File: config.mk
export PLATFORM = sky130hd
export DESIGN_NAME = imu_accel_sampler_flat
export DESIGN_NICKNAME = d
export VERILOG_FILES = /design/src/rtl/imu_accel_sampler_if.sv /design/src/rtl/imu_accel_sampler.sv /design/src/flat_wrapper.sv
export SDC_FILE = /design/constraint.sdc
export NUM_CORES = 1
export LEC_CHECK = 0
export BUFFER_PORTS_ARGS = -buffer_cell sky130_fd_sc_hd__clkbuf_2
export CORE_MARGIN = 4
export CORE_UTILIZATION = 38
export CTS_CLUSTER_SIZE = 20
export DETAILED_ROUTE_END_ITERATION = 16
export PLACE_DENSITY = 0.56
export SETUP_SLACK_MARGIN = 0.3
export SYNTH_ARGS = -nofsm -noshare
export SYNTH_HDL_FRONTEND = slang
export SYNTH_SLANG_ARGS = --single-unit
export TNS_END_PERCENT = 1
File: constraint.sdc
create_clock -name clk -period 3.4 [get_ports clk]
set_input_delay 0.85 -clock clk [delete_from_list [all_inputs] [get_ports clk]]
set_output_delay 0.85 -clock clk [all_outputs]
set_load 0.05 [all_outputs]
File: src/rtl/imu_accel_sampler_if.sv
// rtl/imu_accel_sampler_if.sv - I2C master request/response bundle between the sampler and i2c_master
interface imu_accel_sampler_if;
    logic       i2c_start;
    logic       i2c_read_write;
    logic [6:0] i2c_slave_addr;
    logic [6:0] i2c_reg_addr;
    logic [7:0] i2c_data_in;
    logic [7:0] i2c_data_out;
    logic       i2c_busy;
    logic       i2c_done;

    // master: the sequencer issuing transactions
    modport master (
        output i2c_start, i2c_read_write, i2c_slave_addr, i2c_reg_addr, i2c_data_in,
        input  i2c_data_out, i2c_busy, i2c_done
    );

    // slave: the i2c_master instance servicing them
    modport slave (
        input  i2c_start, i2c_read_write, i2c_slave_addr, i2c_reg_addr, i2c_data_in,
        output i2c_data_out, i2c_busy, i2c_done
    );
endinterface

File: src/rtl/imu_accel_sampler.sv
// rtl/imu_accel_sampler.sv - periodic 6-byte IMU accelerometer reader driving an I2C master
// Optional 4-sample averaging is enabled with `define IMU_ACC_AVG_EN.
module imu_accel_sampler #(
    parameter logic [6:0] IMU_ADDR       = 7'h68,
    parameter logic [6:0] BASE_REG       = 7'h12,
    parameter int         SAMPLE_DIV     = 100000,
    parameter int         TIMEOUT_CYCLES = 50000
) (
    input  logic                 clk,
    input  logic                 rst,
    input  logic                 enable,
    imu_accel_sampler_if.master  bus,
    output logic signed [15:0]   acc_x,
    output logic signed [15:0]   acc_y,
    output logic signed [15:0]   acc_z,
    output logic                 sample_valid,
    output logic                 timeout_err,
    output logic                 overrun
);
    localparam int TW  = $clog2(SAMPLE_DIV);
    localparam int TOW = $clog2(TIMEOUT_CYCLES + 1);

    typedef enum logic [1:0] {
        S_IDLE      = 2'd0,
        S_ISSUE     = 2'd1,
        S_WAIT_DONE = 2'd2,
        S_ASSEMBLE  = 2'd3
    } state_t;

    state_t                r_state;
    state_t                w_next;
    logic [TW-1:0]         r_tick_cnt;
    logic [2:0]            r_idx;
    logic [TOW-1:0]        r_to_cnt;
    logic [7:0]            r_buf [0:4];
    logic signed [15:0]    r_acc_x;
    logic signed [15:0]    r_acc_y;
    logic signed [15:0]    r_acc_z;
    logic                  r_sample_valid;

    logic                  w_tick;
    logic                  w_done_ok;
    logic                  w_last;
    logic                  w_to;
    logic                  w_issue;
    logic signed [15:0]    w_smp_x;
    logic signed [15:0]    w_smp_y;
    logic signed [15:0]    w_smp_z;

    assign w_tick    = enable && (r_tick_cnt == TW'(SAMPLE_DIV - 1));
    assign w_done_ok = (r_state == S_WAIT_DONE) && bus.i2c_done;
    assign w_last    = w_done_ok && (r_idx == 3'd5);
    assign w_to      = (r_state == S_WAIT_DONE) && !bus.i2c_done
                       && (r_to_cnt == TOW'(TIMEOUT_CYCLES - 1));
    assign w_issue   = (r_state == S_ISSUE) && !bus.i2c_busy;

    // The final MSB is taken straight from the bus so acc_* land together with sample_valid.
    assign w_smp_x = {r_buf[1], r_buf[0]};
    assign w_smp_y = {r_buf[3], r_buf[2]};
    assign w_smp_z = {bus.i2c_data_out, r_buf[4]};

    always_ff @(posedge clk) begin
        if (rst) begin
            r_tick_cnt <= '0;
        end else if (!enable || w_tick) begin
            r_tick_cnt <= '0;
        end else begin
            r_tick_cnt <= r_tick_cnt + TW'(1);
        end
    end

    always_ff @(posedge clk) begin
        if (rst) begin
            r_state <= S_IDLE;
        end else begin
            r_state <= w_next;
        end
    end

    always_comb begin
        w_next = r_state;
        case (r_state)
            S_IDLE: begin
                if (w_tick) w_next = S_ISSUE;
            end
            S_ISSUE: begin
                if (!bus.i2c_busy) w_next = S_WAIT_DONE;
            end
            S_WAIT_DONE: begin
                if (bus.i2c_done) begin
                    w_next = (r_idx == 3'd5) ? S_ASSEMBLE : S_ISSUE;
                end else if (w_to) begin
                    w_next = S_IDLE;
                end
            end
            S_ASSEMBLE: begin
                w_next = S_IDLE;
            end
            default: w_next = S_IDLE;
        endcase
    end

    always_comb begin
        bus.i2c_start      = !rst && w_issue;
        bus.i2c_read_write = 1'b1;
        bus.i2c_slave_addr = IMU_ADDR;
        bus.i2c_reg_addr   = BASE_REG + {4'd0, r_idx};
        bus.i2c_data_in    = 8'h00;
        timeout_err        = !rst && w_to;
        overrun            = !rst && w_tick && (r_state != S_IDLE);
        sample_valid       = r_sample_valid;
        acc_x              = r_acc_x;
        acc_y              = r_acc_y;
        acc_z              = r_acc_z;
    end

    always_ff @(posedge clk) begin
        if (rst) begin
            r_idx    <= '0;
            r_to_cnt <= '0;
        end else begin
            if (r_state == S_IDLE && w_tick) begin
                r_idx <= '0;
            end else if (w_done_ok && r_idx != 3'd5) begin
                r_idx <= r_idx + 3'd1;
            end
            if (w_issue) begin
                r_to_cnt <= '0;
            end else if (r_state == S_WAIT_DONE) begin
                r_to_cnt <= r_to_cnt + TOW'(1);
            end
        end
    end

    always_ff @(posedge clk) begin
        if (w_done_ok && r_idx != 3'd5) begin
            r_buf[r_idx] <= bus.i2c_data_out;
        end
    end

`ifdef IMU_ACC_AVG_EN
    logic signed [17:0] r_sum_x;
    logic signed [17:0] r_sum_y;
    logic signed [17:0] r_sum_z;
    logic [1:0]         r_avg_cnt;
    logic signed [17:0] w_nsum_x;
    logic signed [17:0] w_nsum_y;
    logic signed [17:0] w_nsum_z;

    assign w_nsum_x = r_sum_x + {{2{w_smp_x[15]}}, w_smp_x};
    assign w_nsum_y = r_sum_y + {{2{w_smp_y[15]}}, w_smp_y};
    assign w_nsum_z = r_sum_z + {{2{w_smp_z[15]}}, w_smp_z};

    // Taking bits [17:2] is an arithmetic shift right by two (rounds toward -inf).
    always_ff @(posedge clk) begin
        if (rst) begin
            r_acc_x        <= '0;
            r_acc_y        <= '0;
            r_acc_z        <= '0;
            r_sample_valid <= 1'b0;
            r_sum_x        <= '0;
            r_sum_y        <= '0;
            r_sum_z        <= '0;
            r_avg_cnt      <= '0;
        end else begin
            r_sample_valid <= 1'b0;
            if (w_to) begin
                r_sum_x   <= '0;
                r_sum_y   <= '0;
                r_sum_z   <= '0;
                r_avg_cnt <= '0;
            end else if (w_last) begin
                if (r_avg_cnt == 2'd3) begin
                    r_acc_x        <= w_nsum_x[17:2];
                    r_acc_y        <= w_nsum_y[17:2];
                    r_acc_z        <= w_nsum_z[17:2];
                    r_sample_valid <= 1'b1;
                    r_sum_x        <= '0;
                    r_sum_y        <= '0;
                    r_sum_z        <= '0;
                    r_avg_cnt      <= '0;
                end else begin
                    r_sum_x   <= w_nsum_x;
                    r_sum_y   <= w_nsum_y;
                    r_sum_z   <= w_nsum_z;
                    r_avg_cnt <= r_avg_cnt + 2'd1;
                end
            end
        end
    end
`else
    always_ff @(posedge clk) begin
        if (rst) begin
            r_acc_x        <= '0;
            r_acc_y        <= '0;
            r_acc_z        <= '0;
            r_sample_valid <= 1'b0;
        end else begin
            r_sample_valid <= w_last;
            if (w_last) begin
                r_acc_x <= w_smp_x;
                r_acc_y <= w_smp_y;
                r_acc_z <= w_smp_z;
            end
        end
    end
`endif
endmodule

File: src/flat_wrapper.sv
// flat-port wrapper written by rule: the top's interface ports become plain ports
module imu_accel_sampler_flat 
#(
    parameter logic [6:0] IMU_ADDR       = 7'h68,
    parameter logic [6:0] BASE_REG       = 7'h12,
    parameter int         SAMPLE_DIV     = 100000,
    parameter int         TIMEOUT_CYCLES = 50000
)
  (clk, rst, enable, acc_x, acc_y, acc_z, sample_valid, timeout_err, overrun, bus_i2c_start, bus_i2c_read_write, bus_i2c_slave_addr, bus_i2c_reg_addr, bus_i2c_data_in, bus_i2c_data_out, bus_i2c_busy, bus_i2c_done);
  imu_accel_sampler_if bus_i ();
  input  logic clk;
  input  logic rst;
  input  logic enable;
  output logic signed [15:0] acc_x;
  output logic signed [15:0] acc_y;
  output logic signed [15:0] acc_z;
  output logic sample_valid;
  output logic timeout_err;
  output logic overrun;
  output wire logic [$bits(bus_i.i2c_start)-1:0] bus_i2c_start;
  output wire logic [$bits(bus_i.i2c_read_write)-1:0] bus_i2c_read_write;
  output wire logic [$bits(bus_i.i2c_slave_addr)-1:0] bus_i2c_slave_addr;
  output wire logic [$bits(bus_i.i2c_reg_addr)-1:0] bus_i2c_reg_addr;
  output wire logic [$bits(bus_i.i2c_data_in)-1:0] bus_i2c_data_in;
  input wire logic [$bits(bus_i.i2c_data_out)-1:0] bus_i2c_data_out;
  input wire logic [$bits(bus_i.i2c_busy)-1:0] bus_i2c_busy;
  input wire logic [$bits(bus_i.i2c_done)-1:0] bus_i2c_done;
  assign bus_i2c_start = bus_i.i2c_start;
  assign bus_i2c_read_write = bus_i.i2c_read_write;
  assign bus_i2c_slave_addr = bus_i.i2c_slave_addr;
  assign bus_i2c_reg_addr = bus_i.i2c_reg_addr;
  assign bus_i2c_data_in = bus_i.i2c_data_in;
  assign bus_i.i2c_data_out = bus_i2c_data_out;
  assign bus_i.i2c_busy = bus_i2c_busy;
  assign bus_i.i2c_done = bus_i2c_done;
  imu_accel_sampler #(.IMU_ADDR(IMU_ADDR), .BASE_REG(BASE_REG), .SAMPLE_DIV(SAMPLE_DIV), .TIMEOUT_CYCLES(TIMEOUT_CYCLES)) u_core (.clk(clk), .rst(rst), .enable(enable), .bus(bus_i), .acc_x(acc_x), .acc_y(acc_y), .acc_z(acc_z), .sample_valid(sample_valid), .timeout_err(timeout_err), .overrun(overrun));
endmodule
After elaboration in Yosys (flattened, before gate mapping)
Memory sizes are Yosys's and may differ from the RTL's. A register that Yosys moved wholly into a read port is not among the register bits.
Index checks and enable logic that the tools add are counted.
{"block": "totals", "rom_bits": 0, "reg_bits": 55, "wordCells": 52, "ram_bits": 40, "mem_count": 1, "output_inout_bits": 75, "input_bits": 13, "latchBits": 0}
{"block": "classes", "eq_ne": 10, "reduce_logical": 23, "n_lt_le_gt_ge": 0, "n_mul": 0, "mux": 8, "shift": 0, "add_sub_neg": 4, "div_mod_pow": 0, "bitwise": 0}
{"memory": "u_core.r_buf", "depth": 5, "width": 8, "read_ports": 5, "rd_ports_with_merged_regs": 5, "write_ports": 1, "line_no": "imu_accel_sampler.sv:35", "source": "logic [7:0] r_buf [0:4];"}
{"operator": "$add 17x1->17 const B", "n": 1}
{"operator": "$eq 17x17->1 const B", "n": 1}
{"operator": "$add 16x1->16 const B", "n": 1}
{"operator": "$eq 16x16->1 const B", "n": 1}
{"operator": "$logic_and 1x1->1", "n": 12}
{"operator": "$mux 2", "n": 5}
{"operator": "$pmux 2 s4", "n": 1}
{"operator": "$add 5x3->6 const A", "n": 1}
{"operator": "$reduce_or 2->1", "n": 3}
{"operator": "$eq 2x2->1 const B", "n": 2}
{"operator": "$logic_not 1->1", "n": 4}
{"operator": "$add 3x1->3 const B", "n": 1}
{"operator": "$eq 3x3->1 const B", "n": 1}
{"operator": "$ne 3x2->1 const B", "n": 1}
{"operator": "$ne 3x3->1 const B", "n": 1}
{"operator": "$reduce_and 3->1", "n": 1}
{"operator": "$eq 2x1->1 const B", "n": 1}
{"operator": "$logic_not 2->1", "n": 1}
{"operator": "$mux 1", "n": 2}
{"operator": "$ne 2x1->1 const B", "n": 1}
{"operator": "$ne 2x2->1 const B", "n": 1}
{"operator": "$reduce_bool 2->1", "n": 1}
{"operator": "$logic_or 1x1->1", "n": 1}

Logic depth before layout (Yosys ltp)
Gate-level depths: netlist of the first run.
{"block": "depth", "depth_word": 6, "ltp_mapped": 9, "mapped_depth_nobuf": 6}

Worst setup path after synthesis of the first run
OpenSTA, ideal clock, no wires.
{"block": "synth_timing", "path_type": "flip-flop to output port", "startpoint": "register u_core.r_tick_cnt[12]", "endpoint": "output overrun", "path_buffers": 0, "arrival_ns": 3.031, "setup_slack_ns": -0.481, "required_ns": 2.550, "path_stages_with_launch": 4, "path_cell_list": "dfxtp_1 -> or4b_1 -> or4_4 -> nor4b_1"}
{"block": "synth_between", "elab_chain_len": 4}
{"item": "start: declaration", "line_no": "imu_accel_sampler.sv:32", "source": "logic [TW-1:0] r_tick_cnt;"}
{"item": "start signal: assignment", "line_no": "imu_accel_sampler.sv:68", "source": "r_tick_cnt <= r_tick_cnt + TW'(1);"}
{"item": "$eq 17x17->1", "line_no": "imu_accel_sampler.sv:50", "source": "assign w_tick = enable && (r_tick_cnt == TW'(SAMPLE_DIV - 1));"}
{"item": "$logic_and 1x1->1", "line_no": "imu_accel_sampler.sv:50"}
{"item": "$logic_and 1x1->1 (2 in series)", "line_no": "imu_accel_sampler.sv:110", "source": "overrun = !rst && w_tick && (r_state != S_IDLE);"}
{"item": "end: declaration", "line_no": "flat_wrapper.sv:19", "source": "output logic overrun;"}
No other way between the ends.

Final worst setup path of the first run
{"block": "layout_timing", "startpoint": "register u_core.r_tick_cnt[13]", "endpoint": "output overrun"}
Same word-level chain as after synthesis.

==> results of run 1 <==
==> per-layer routing <==
| layer | global-route usage [%] | part of all wire (%) |
|---|---|---|
| met3 | 4.87 | 4.8 |
| met1 | 18.4 | 47 |
| met5 | 0 | 0 |
| met2 | 23.5 | 48 |
| met4 | 5.46 | 0.95 |
==> worst paths after layout <==
kind,start,endpoint,cells after the start
max,u_core.r_tick_cnt[13],overrun,4
min reg2reg,acc_y[9],acc_y[9],2
max reg2reg,u_core.r_idx[1],u_core.r_buf[2][1],5
min,acc_y[9],acc_y[9],2
==> registers in the layout, indices dropped and copies added (netlist names) <==
signal and count:
u_core.r_tick_cnt 17, u_core.r_to_cnt 16, u_core.sample_valid 1, u_core.acc_z 8, acc_y 16, u_core.r_idx 3
acc_z 8, u_core.r_state 2, u_core.r_buf 40, acc_x 16
==> power by group <==
part           switching (mW)  leakage (nW)  total (mW)  internal, mW
clock                   0.614         0.295        1.88          1.26
combinational          0.0796         0.805      0.0892       0.00963
sequential            0.00115          1.06        1.56          1.56
total                   0.695          2.16        3.53          2.84
==> synth_stat cells, types with 3 or more instances <==
library cell / n / area share (%)
nand2_1: 109 / 8.3
dfxtp_1: 87 / 36
a21oi_1: 52 / 5.3
edfxtp_1: 40 / 24
nor2_1: 39 / 3.0
xnor2_1: 22 / 3.9
buf_4: 21 / 3.2
clkbuf_1: 18 / 1.4
nand3_1: 12 / 1.2
nand4_1: 10 / 1.3
inv_1: 9 / 0.69
nor4_1: 9 / 1.1
ha_1: 8 / 2.0
nor3_1: 6 / 0.61
and3_1: 4 / 0.51
or3_1: 4 / 0.51
xor2_1: 4 / 0.71
and2_1: 3 / 0.38
nand3b_1: 3 / 0.46
nor2b_1: 3 / 0.38
==> layout make-up <==
cell class | instances | area, µm² | share of cell area (%)
Sequential cell | 127 | 2950 | 49.3
Multi-Input combinational cell | 333 | 1780 | 29.7
Clock buffer | 25 | 475 | 7.94
Timing Repair Buffer | 74 | 394 | 6.58
Tap cell | 172 | 215 | 3.59
Clock inverter | 7 | 138 | 2.30
Inverter | 9 | 33.8 | 0.564
==> worst max-delay path: cells and delay by family (launching register included) <==
family | cells | cell delay [ns]
simple gates | 3 | 1.37
buf+inv | 1 | 0.23
flops | 1 | 0.32
==> logic make-up (layout without fill, tap and decap cells) <==
group           count (synthesis)  after routing
compound gates                 60             60
xor+xnor                       26             26
fa+ha+maj                       8              8
buf+inv                        50            115
flops                         127            127
mux                             2              2
other cells                     2             19
simple gates                  218            218
==> per-stage QoR <==
stage                     total power, mW  instance area, µm²  worst slack, ns  instances  hold slack (ns)
after floorplan                      1.68                4980            0.210        510            0.430
after global placement               1.69                5320            0.514        711            0.441
after detailed placement             1.69                5320            0.489        711            0.446
after CTS                            3.58                5990            0.213        747            0.454
after global routing                 3.66                5990            0.148        747            0.469
final                                3.53                5990            0.242        747            0.452
==> timing repair <==
| action | 4_1_cts | 5_1_grt |
|---|---|---|
| pin swaps | 3 | 1 |
| buffers inserted | 4 | 0 |
| gates cloned | 0 | 0 |
| endpoints found under the setup margin | 1 | 1 |
| gates resized for setup | 7 | 2 |
==> summary.txt, run 1 <==
Status
  • Status: complete, no violations

Logic synthesis
  • Yosys warnings: 0
  • Flops & latches, synth: 127
  • Mean area per synthesized cell: 9.95 µm²
  • Synth unique cells: 41
  • Async SR Flop Fraction: 0%
  • Post-Synth Adder-Cell Area: 2.04%
  • Post-synthesis instance total: 493
  • Largest family of logic cells by synthesized area: simple AND/OR/NAND/NOR gates
  • Syn Std Cell Area: 4900 µm²
  • Post-synthesis xor/xnor area fraction: 4.64%
  • Most used DFF post-synth: dfxtp_1
  • Post-synth EDFFs: 40
  • Post-synthesis compound-gate area fraction: 6.45%
  • Post-synthesis mux area share: 0.408%
  • Sequential share of the synthesized area: 60.0%
  • Post-Synth Simple-Gate Area: 20.7%

Setup path
  • Worst path slowest cell: or4_4
  • Data required time of the worst path: 2.55 ns
  • Worst Path Arrival: 2.31 ns
  • Reg2Reg Setup Slack: 1.28 ns
  • Crit start category: flop
  • Largest stage delay on the critical path: 0.56 ns
  • Crit path max fanout: 2
  • Worst setup EP type: output pin
  • Critical path, cell by cell: or4b_4, or4_4, nor4b_4, clkbuf_8
  • CP Class: flop to output pin

Clock tree
  • Worst-skew pair later-pin latency: 0.41 ns
  • CTS Sinks: 127
  • Max Root-Sink Buffers: 2
  • Root buf cell: clkbuf_16
  • CTS Buf Count: 17
  • CTS tree: built
  • Hold-fix buffers, CTS: 0
  • H-tree levels: 4
  • Clock transition at path regs: 0.06 ns

Drt
  • Avg WL per Cell: 13.6 µm
  • Detail Route Antenna Nets: 0
  • Vias: 3496
  • DRC: 0
  • Post-Route WL: 10200 µm
  • 1st-iter DRT viols: 133
  • DR pass1 iterations: 4
  • DR vias/cell: 4.68

Global route
  • Remaining Overflow, GRT: 0
  • Pin count of the biggest net entering global routing: 56
  • First-pass GRT wire length: 16600 µm
  • GR Util All Layers: 14.6%
  • Vias in the first global route: 3386
  • Antenna violations before repair: 0

Job
  • Max-cap violation count: 0

Timing
  • Final worst path period need: 3.16 ns
  • Final slew viol count: 0
  • Clock skew: 0.00739 ns
  • Setup_tns: 0 ns
  • Max Clk Rate: 317 MHz
  • RSZ-0062 raised after global routing: true
  • Actual slew at the worst max-slew pin: 0.916 ns
  • Setup-failing EPs final: 0
  • Post-route clock period utilization: 92.9%
  • Rel. slew slack: 39.0%
  • Final hold vios: 0

Final layout
  • Most frequent cells in the layout: nand2_1 (109), dfxtp_1 (82), clkbuf_2 (67)
  • Area grow syn2layout: 22.1%
  • Antenna diodes: 0
  • Utilization after layout: 47.5%
  • Commonest non-fill, non-tap cell in the layout: nand2_1
  • Layout cells sized above 1: 19.7%
  • Total Nets Final: 583
  • Fill cells: 1208

Floorplanning
  • Die Footprint: 14800 µm²
  • Die Y: 122 µm
  • Core area: 12600 µm²
  • Die span in x: 122 µm
  • Num rows: 41
  • # IOs: 88
  • Initial Utilization: 38.9%

Place
  • Buffers on Ports: 68
  • GP Congestion: 0.780
  • Post-DP HPWL: 6770 µm

Min path
  • Type of the worst min-delay path: flop to flop

Power and ir drop
  • Leak Pwr: 2.16 nW
  • Maximum VDD drop: 0.254 mV
  • PwrDens: 590 nW/µm²
Power figures use the tool's default switching activity.
==> run 2: changes to the inputs <==
--- a/config.mk
+++ b/config.mk
@@ -8,6 +8,8 @@
 export BUFFER_PORTS_ARGS = -buffer_cell sky130_fd_sc_hd__clkbuf_2
 export CORE_MARGIN = 4
 export CORE_UTILIZATION = 38
+export CTS_BUF_LIST = sky130_fd_sc_hd__clkbuf_8
+export CTS_CLUSTER_DIAMETER = 60
 export CTS_CLUSTER_SIZE = 20
 export DETAILED_ROUTE_END_ITERATION = 16
 export PLACE_DENSITY = 0.56
==> run 2 against run 1 <==
Net effect: core utilization down 1.5 points; worst hold slack better by 0.0021 ns; highest routed layer unchanged; global-route usage down 0.13 points; count of clock-buffer cells in the layout down 6; combinational power about the same; final cell count unchanged; register-to-register slack about the same; sequential share of layout area up 1.6 points; flip-flop and latch count unchanged; total power down 14%.
==> summary.txt, run 2 (synthesis results as in run 1) <==
Status
  • Status: complete, no violations

Setup path
  • Data required time of the worst path: 2.55 ns
  • Crit start category: flop
  • Largest stage delay on the critical path: 0.55 ns
  • Worst path slowest cell: or4_4
  • Crit Reg-Reg Startpoint: u_core.r_idx[1]
  • RR Endpoint: u_core.r_buf[2][1]
  • Worst setup EP type: output pin
  • CP Class: flop to output pin
  • Reg2Reg Setup Slack: 1.29 ns
  • Worst Path Arrival: 2.33 ns
  • FF-to-FF path depth: 5
  • Critical path, cell by cell: or4b_4, or4_4, nor4b_4, clkbuf_8
  • Crit path max fanout: 2
  • Critical path origin: u_core.r_tick_cnt[13]

Final layout
  • FF+latch area: 2950 µm²
  • Multi-input gate area: 1780 µm²
  • Total Nets Final: 583
  • Area grow syn2layout: 18.2%
  • Layout cells sized above 1: 19.7%
  • Regs by FF count: u_core.r_buf x40, u_core.r_tick_cnt x17
  • Top reg by flops: u_core.r_buf
  • Commonest non-fill, non-tap cell in the layout: nand2_1
  • Fill cells: 1234
  • Most frequent cells in the layout: nand2_1 (109), dfxtp_1 (82), clkbuf_2 (67)
  • Max reg flops: 40
  • Antenna diodes: 0

Global route
  • Antenna violations before repair: 0
  • Pin count of the biggest net entering global routing: 56
  • Met1 usage in global routing: 18.3%
  • Routing usage on met3: 4.87%
  • Busiest grt layer: met2
  • Vias in the first global route: 3348
  • GR Util All Layers: 14.5%
  • Met2 GRT Util: 23.2%
  • First-pass GRT wire length: 16500 µm
  • Remaining Overflow, GRT: 0

Drt
  • Detail Route Antenna Nets: 0
  • DRC: 0
  • Post-Route WL: 10100 µm
  • DR vias/cell: 4.68
  • 1st-iter DRT viols: 155
  • DR pass1 iterations: 4
  • Vias: 3494
  • Avg WL per Cell: 13.5 µm

Floorplanning
  • Initial Utilization: 38.9%
  • Die Y: 122 µm
  • Num rows: 41
  • Core area: 12600 µm²
  • Die Footprint: 14800 µm²
  • Die span in x: 122 µm
  • # IOs: 88

Timing
  • Final hold vios: 0
  • Post-route clock period utilization: 93.4%
  • Final slew viol count: 0
  • Max Clk Rate: 315 MHz
  • Setup_tns: 0 ns
  • Worst setup margin: 0.225 ns
  • RSZ-0062 raised after global routing: true
  • Setup-failing EPs final: 0
  • Final worst path period need: 3.18 ns
  • Actual slew at the worst max-slew pin: 0.924 ns
  • Clock skew: 0.00840 ns
  • Rel. slew slack: 38.4%

Min path
  • Hold EP: acc_y[9]
  • Type of the worst min-delay path: flop to flop
  • Worst hold stages: 2
  • Startpoint of the worst hold path: acc_y[9]

Clock tree
  • CTS Sinks: 127
  • CTS tree: built
  • Clock transition at path regs: 0.07 ns
  • Root buf cell: clkbuf_8
  • Max Root-Sink Buffers: 2
  • Hold-fix buffers, CTS: 0
  • Worst-skew pair later-pin latency: 0.43 ns
  • CTS Buf Count: 17
  • H-tree levels: 4

Power and ir drop
  • Switch Pwr: 0.631 mW
  • Gate power share: 3.0%
  • Maximum VDD drop: 0.283 mV
  • Sequential fraction of design power: 51.7%
  • Switching share of total power: 20.9%
  • Clock power share: 45.3%
  • Leak Pwr: 2.10 nW
  • PwrDens: 521 nW/µm²
  • Pint: 2.39 mW

Place
  • Post-DP HPWL: 6770 µm
  • GP Congestion: 0.780
  • Pre-CTS WS: 0.489 ns
  • Buffers on Ports: 68

Job
  • Max-cap violation count: 0
-- run 2: worst max path at each step --
| stage | end | slack, ns |
|---|---|---|
| after floorplan | overrun | 0.21 |
| after global placement | overrun | 0.51 |
| after detailed placement | overrun | 0.49 |
| after CTS | overrun | 0.18 |
| after global routing | overrun | 0.10 |
| final | overrun | 0.22 |
-- run 2: per-layer routing --
metal,vias to the layer above,share of wire (%)
li1,1773,-
met1,1626,46
met2,80,48
met3,15,5.3
met4,0,1.3
met5,-,0
-- run 2: power groups by stage --
stage,clock network (mW),registers (mW),logic (mW)
finish,1.37,1.56,0.0893
global route,1.49,1.56,0.0961
CTS,1.41,1.56,0.0902
detailed placement,0,1.60,0.0894
global placement,0,1.60,0.0886
floorplan,0,1.60,0.0820
-- run 2: per-stage QoR --
step	instances	hold WS, ns	utilization, %	cell area (µm²)	power, mW
floorplan	510	0.430	-	4980	1.68
global placement	711	0.441	42.2	5320	1.69
detailed placement	711	0.446	42.2	5320	1.69
CTS	747	0.456	45.9	5800	3.06
global route	747	0.472	45.9	5800	3.15
finish	747	0.454	45.9	5800	3.02
-- run 2: repair_timing --
item / 4_1_cts / 5_1_grt
endpoints found under the setup margin: 1 / 1
pin swaps: 3 / 1
gates cloned: 0 / 0
resized for setup: 7 / 2
setup buffers: 4 / 0
-- run 2: cell type report --
class                      instances  area share (%)
multi-input combinational        333            30.7
sequential                       127            50.9
clock buffer                      19            4.51
inverter                           9           0.583
timing repair buffer              74            6.80
clock inverter                    13            2.76
tap                              172            3.71
-- run 2: worst max-delay path, delay by kind of cell (launching register included) --
kind,cells,cell delay (ns)
simple gates,3,1.35
flops,1,0.32
buf+inv,1,0.23
==> run 3: changes to the inputs <==
--- a/config.mk
+++ b/config.mk
@@ -6,7 +6,7 @@
 export NUM_CORES = 1
 export LEC_CHECK = 0
 export BUFFER_PORTS_ARGS = -buffer_cell sky130_fd_sc_hd__clkbuf_2
-export CORE_MARGIN = 4
+export CORE_MARGIN = 2
 export CORE_UTILIZATION = 38
 export CTS_BUF_LIST = sky130_fd_sc_hd__clkbuf_8
 export CTS_CLUSTER_DIAMETER = 60
==> constraint.sdc (replaced) <==
create_clock -name clk -period 3.4 [get_ports clk]
set_input_delay 0.17 -clock clk [delete_from_list [all_inputs] [get_ports clk]]
set_output_delay 0.17 -clock clk [all_outputs]
set_load 0.05 [all_outputs]
==> run 3 against run 2 <==
Net effect: combinational power is 0.6% lower; core utilization decreased by 0.47 points; via count fell by 1.0%; count of clock-buffer cells in the layout did not move; worst hold slack got worse by 0.43 ns; final cell count is 0.54% lower.
==> summary.txt, run 3 (synthesis results as in run 1) <==
Timing
  • Final hold slack: 0.0226 ns
  • Final slew viol count: 0
  • RSZ-0062 raised after global routing: false
  • Final hold vios: 0
  • Max Clk Rate: 375 MHz
  • Clock skew: 0.0129 ns
  • Final worst path period need: 2.67 ns
  • Setup_tns: 0 ns
  • Setup-failing EPs final: 0
  • Actual slew at the worst max-slew pin: 0.942 ns
  • Rel. slew slack: 37.2%
  • Worst setup margin: 0.730 ns
  • Post-route clock period utilization: 78.5%

Setup path
  • Crit start category: flop
  • Worst path slowest cell: or4_4
  • Worst Path Arrival: 2.50 ns
  • FF-to-FF path depth: 5
  • Crit Reg-Reg Startpoint: u_core.r_idx[1]
  • Largest stage delay on the critical path: 0.65 ns
  • RR Endpoint: u_core.r_buf[2][3]
  • Data required time of the worst path: 3.23 ns
  • Critical path, cell by cell: ha_1, nand4_1, or4_4, nor4b_2, clkbuf_2
  • CP Class: flop to output pin
  • Crit path max fanout: 6
  • Worst setup EP type: output pin
  • Reg2Reg Setup Slack: 1.29 ns

Final layout
  • Total Nets Final: 579
  • Area grow syn2layout: 17.0%
  • Max reg flops: 40
  • Top reg by flops: u_core.r_buf
  • Layout Cells excl Fill: 743
  • Most frequent cells in the layout: nand2_1 (109), dfxtp_1 (87), clkbuf_2 (68)
  • Commonest non-fill, non-tap cell in the layout: nand2_1
  • Antenna diodes: 0
  • Regs by FF count: u_core.r_buf x40, u_core.r_tick_cnt x17
  • Utilization after layout: 45.5%
  • Layout cells sized above 1: 18.9%
  • Fill cells: 1259

Drt
  • Vias: 3458
  • DRC: 0
  • DR vias/cell: 4.65
  • DR pass1 iterations: 4
  • Avg WL per Cell: 13.3 µm
  • 1st-iter DRT viols: 198
  • Post-Route WL: 9920 µm
  • Detail Route Antenna Nets: 0

Global route
  • Vias in the first global route: 3234
  • Routing usage on met3: 5.23%
  • Busiest grt layer: met2
  • Met2 GRT Util: 23.0%
  • Antenna violations before repair: 0
  • GR Util All Layers: 15.0%
  • Remaining Overflow, GRT: 0
  • Met1 usage in global routing: 19.4%
  • First-pass GRT wire length: 16200 µm
  • Pin count of the biggest net entering global routing: 58

Floorplanning
  • Die Footprint: 13800 µm²
  • Initial Utilization: 38.9%
  • # IOs: 88
  • Num rows: 41
  • Die span in x: 118 µm
  • Core area: 12600 µm²
  • Die Y: 118 µm

Clock tree
  • CTS Sinks: 127
  • CTS resizes: 0
  • CTS Buf Count: 17
  • Max Root-Sink Buffers: 2
  • Postcts setup bufs: 0
  • Root buf cell: clkbuf_8
  • Clock transition at path regs: 0.08 ns
  • Worst-skew pair later-pin latency: 0.44 ns
  • Hold-fix buffers, CTS: 0
  • CTS tree: built
  • H-tree levels: 4

Min path
  • Hold EP: u_core.r_buf[2][6]
  • Type of the worst min-delay path: primary input to flop
  • Worst hold stages: 1
  • Startpoint of the worst hold path: bus_i2c_data_out[6]

Power and ir drop
  • PwrDens: 525 nW/µm²
  • Maximum VDD drop: 0.412 mV
  • Leak Pwr: 2.04 nW

Place
  • GP Congestion: 0.786
  • Buffers on Ports: 68
  • Post-Place Cells: 711
  • Post-DP HPWL: 6680 µm
  • Pre-CTS WS: 1.19 ns

Status
  • Status: complete, no violations

Job
  • Max-cap violation count: 0
==> run 3: cell count changes in the layout (fill, tap and decap cells not counted), moves of 2 or more <==
cell / previous run / this run
inv_6: 0 / 2
dfxtp_1: 82 / 87
buf_4: 6 / 2
dfxtp_2: 4 / 0
inv_1: 15 / 10
clkinvlp_4: 1 / 4
clkinv_4: 0 / 2
==> run 3: power by group <==
| part | switching, mW | internal, mW | leakage (nW) |
|---|---|---|---|
| logic | 0.0794 | 0.00939 | 0.775 |
| registers | 0.00103 | 1.56 | 1.06 |
| clock network | 0.595 | 0.766 | 0.206 |
| total | 0.676 | 2.34 | 2.04 |
==> run 3: per-stage QoR <==
stage	cell area [µm²]	power, mW
floorplan	4970	1.68
global placement	5310	1.69
detailed placement	5310	1.69
CTS	5740	3.05
global route	5740	3.12
finish	5740	3.01
==> run 3: area by class of cell <==
cell class,count,area (µm²),share of cell area [%]
clock buffers,19,262,4.56
clock inverters,13,164,2.86
well taps,172,215,3.75
multi-input cells,333,1770,30.8
inverters,9,33.8,0.589
flip-flops and latches,127,2940,51.3
repair buffers,70,355,6.19
==> run 3: worst max-delay path, delay by kind of cell (launching register included) <==
kind / cells / cell delay [ns]
simple gates: 3 / 1.17
flops: 1 / 0.38
buf+inv: 1 / 0.31
fa+ha+maj: 1 / 0.22
==> run 3: how the worst max path moves through the flow <==
stage / end / slack, ns / from
3_3_place_gp: overrun / 1.19 / u_core.r_tick_cnt[0]
3_5_place_dp: overrun / 1.19 / u_core.r_tick_cnt[0]
2_1_floorplan: overrun / 0.89 / u_core.r_tick_cnt[12]
4_1_cts: overrun / 0.69 / u_core.r_tick_cnt[0]
6_report: overrun / 0.73 / u_core.r_tick_cnt[0]
5_1_grt: overrun / 0.56 / u_core.r_tick_cnt[0]
==> run 3: routing by layer <==
layer  vias to the layer above  part of all wire (%)  wire length [µm]
li1                       1764                     -                 -
met1                      1604                    46              4600
met2                        75                    47              4670
met3                        15                   5.0               498
met4                         0                   1.4               138
met5                         -                     0                 0
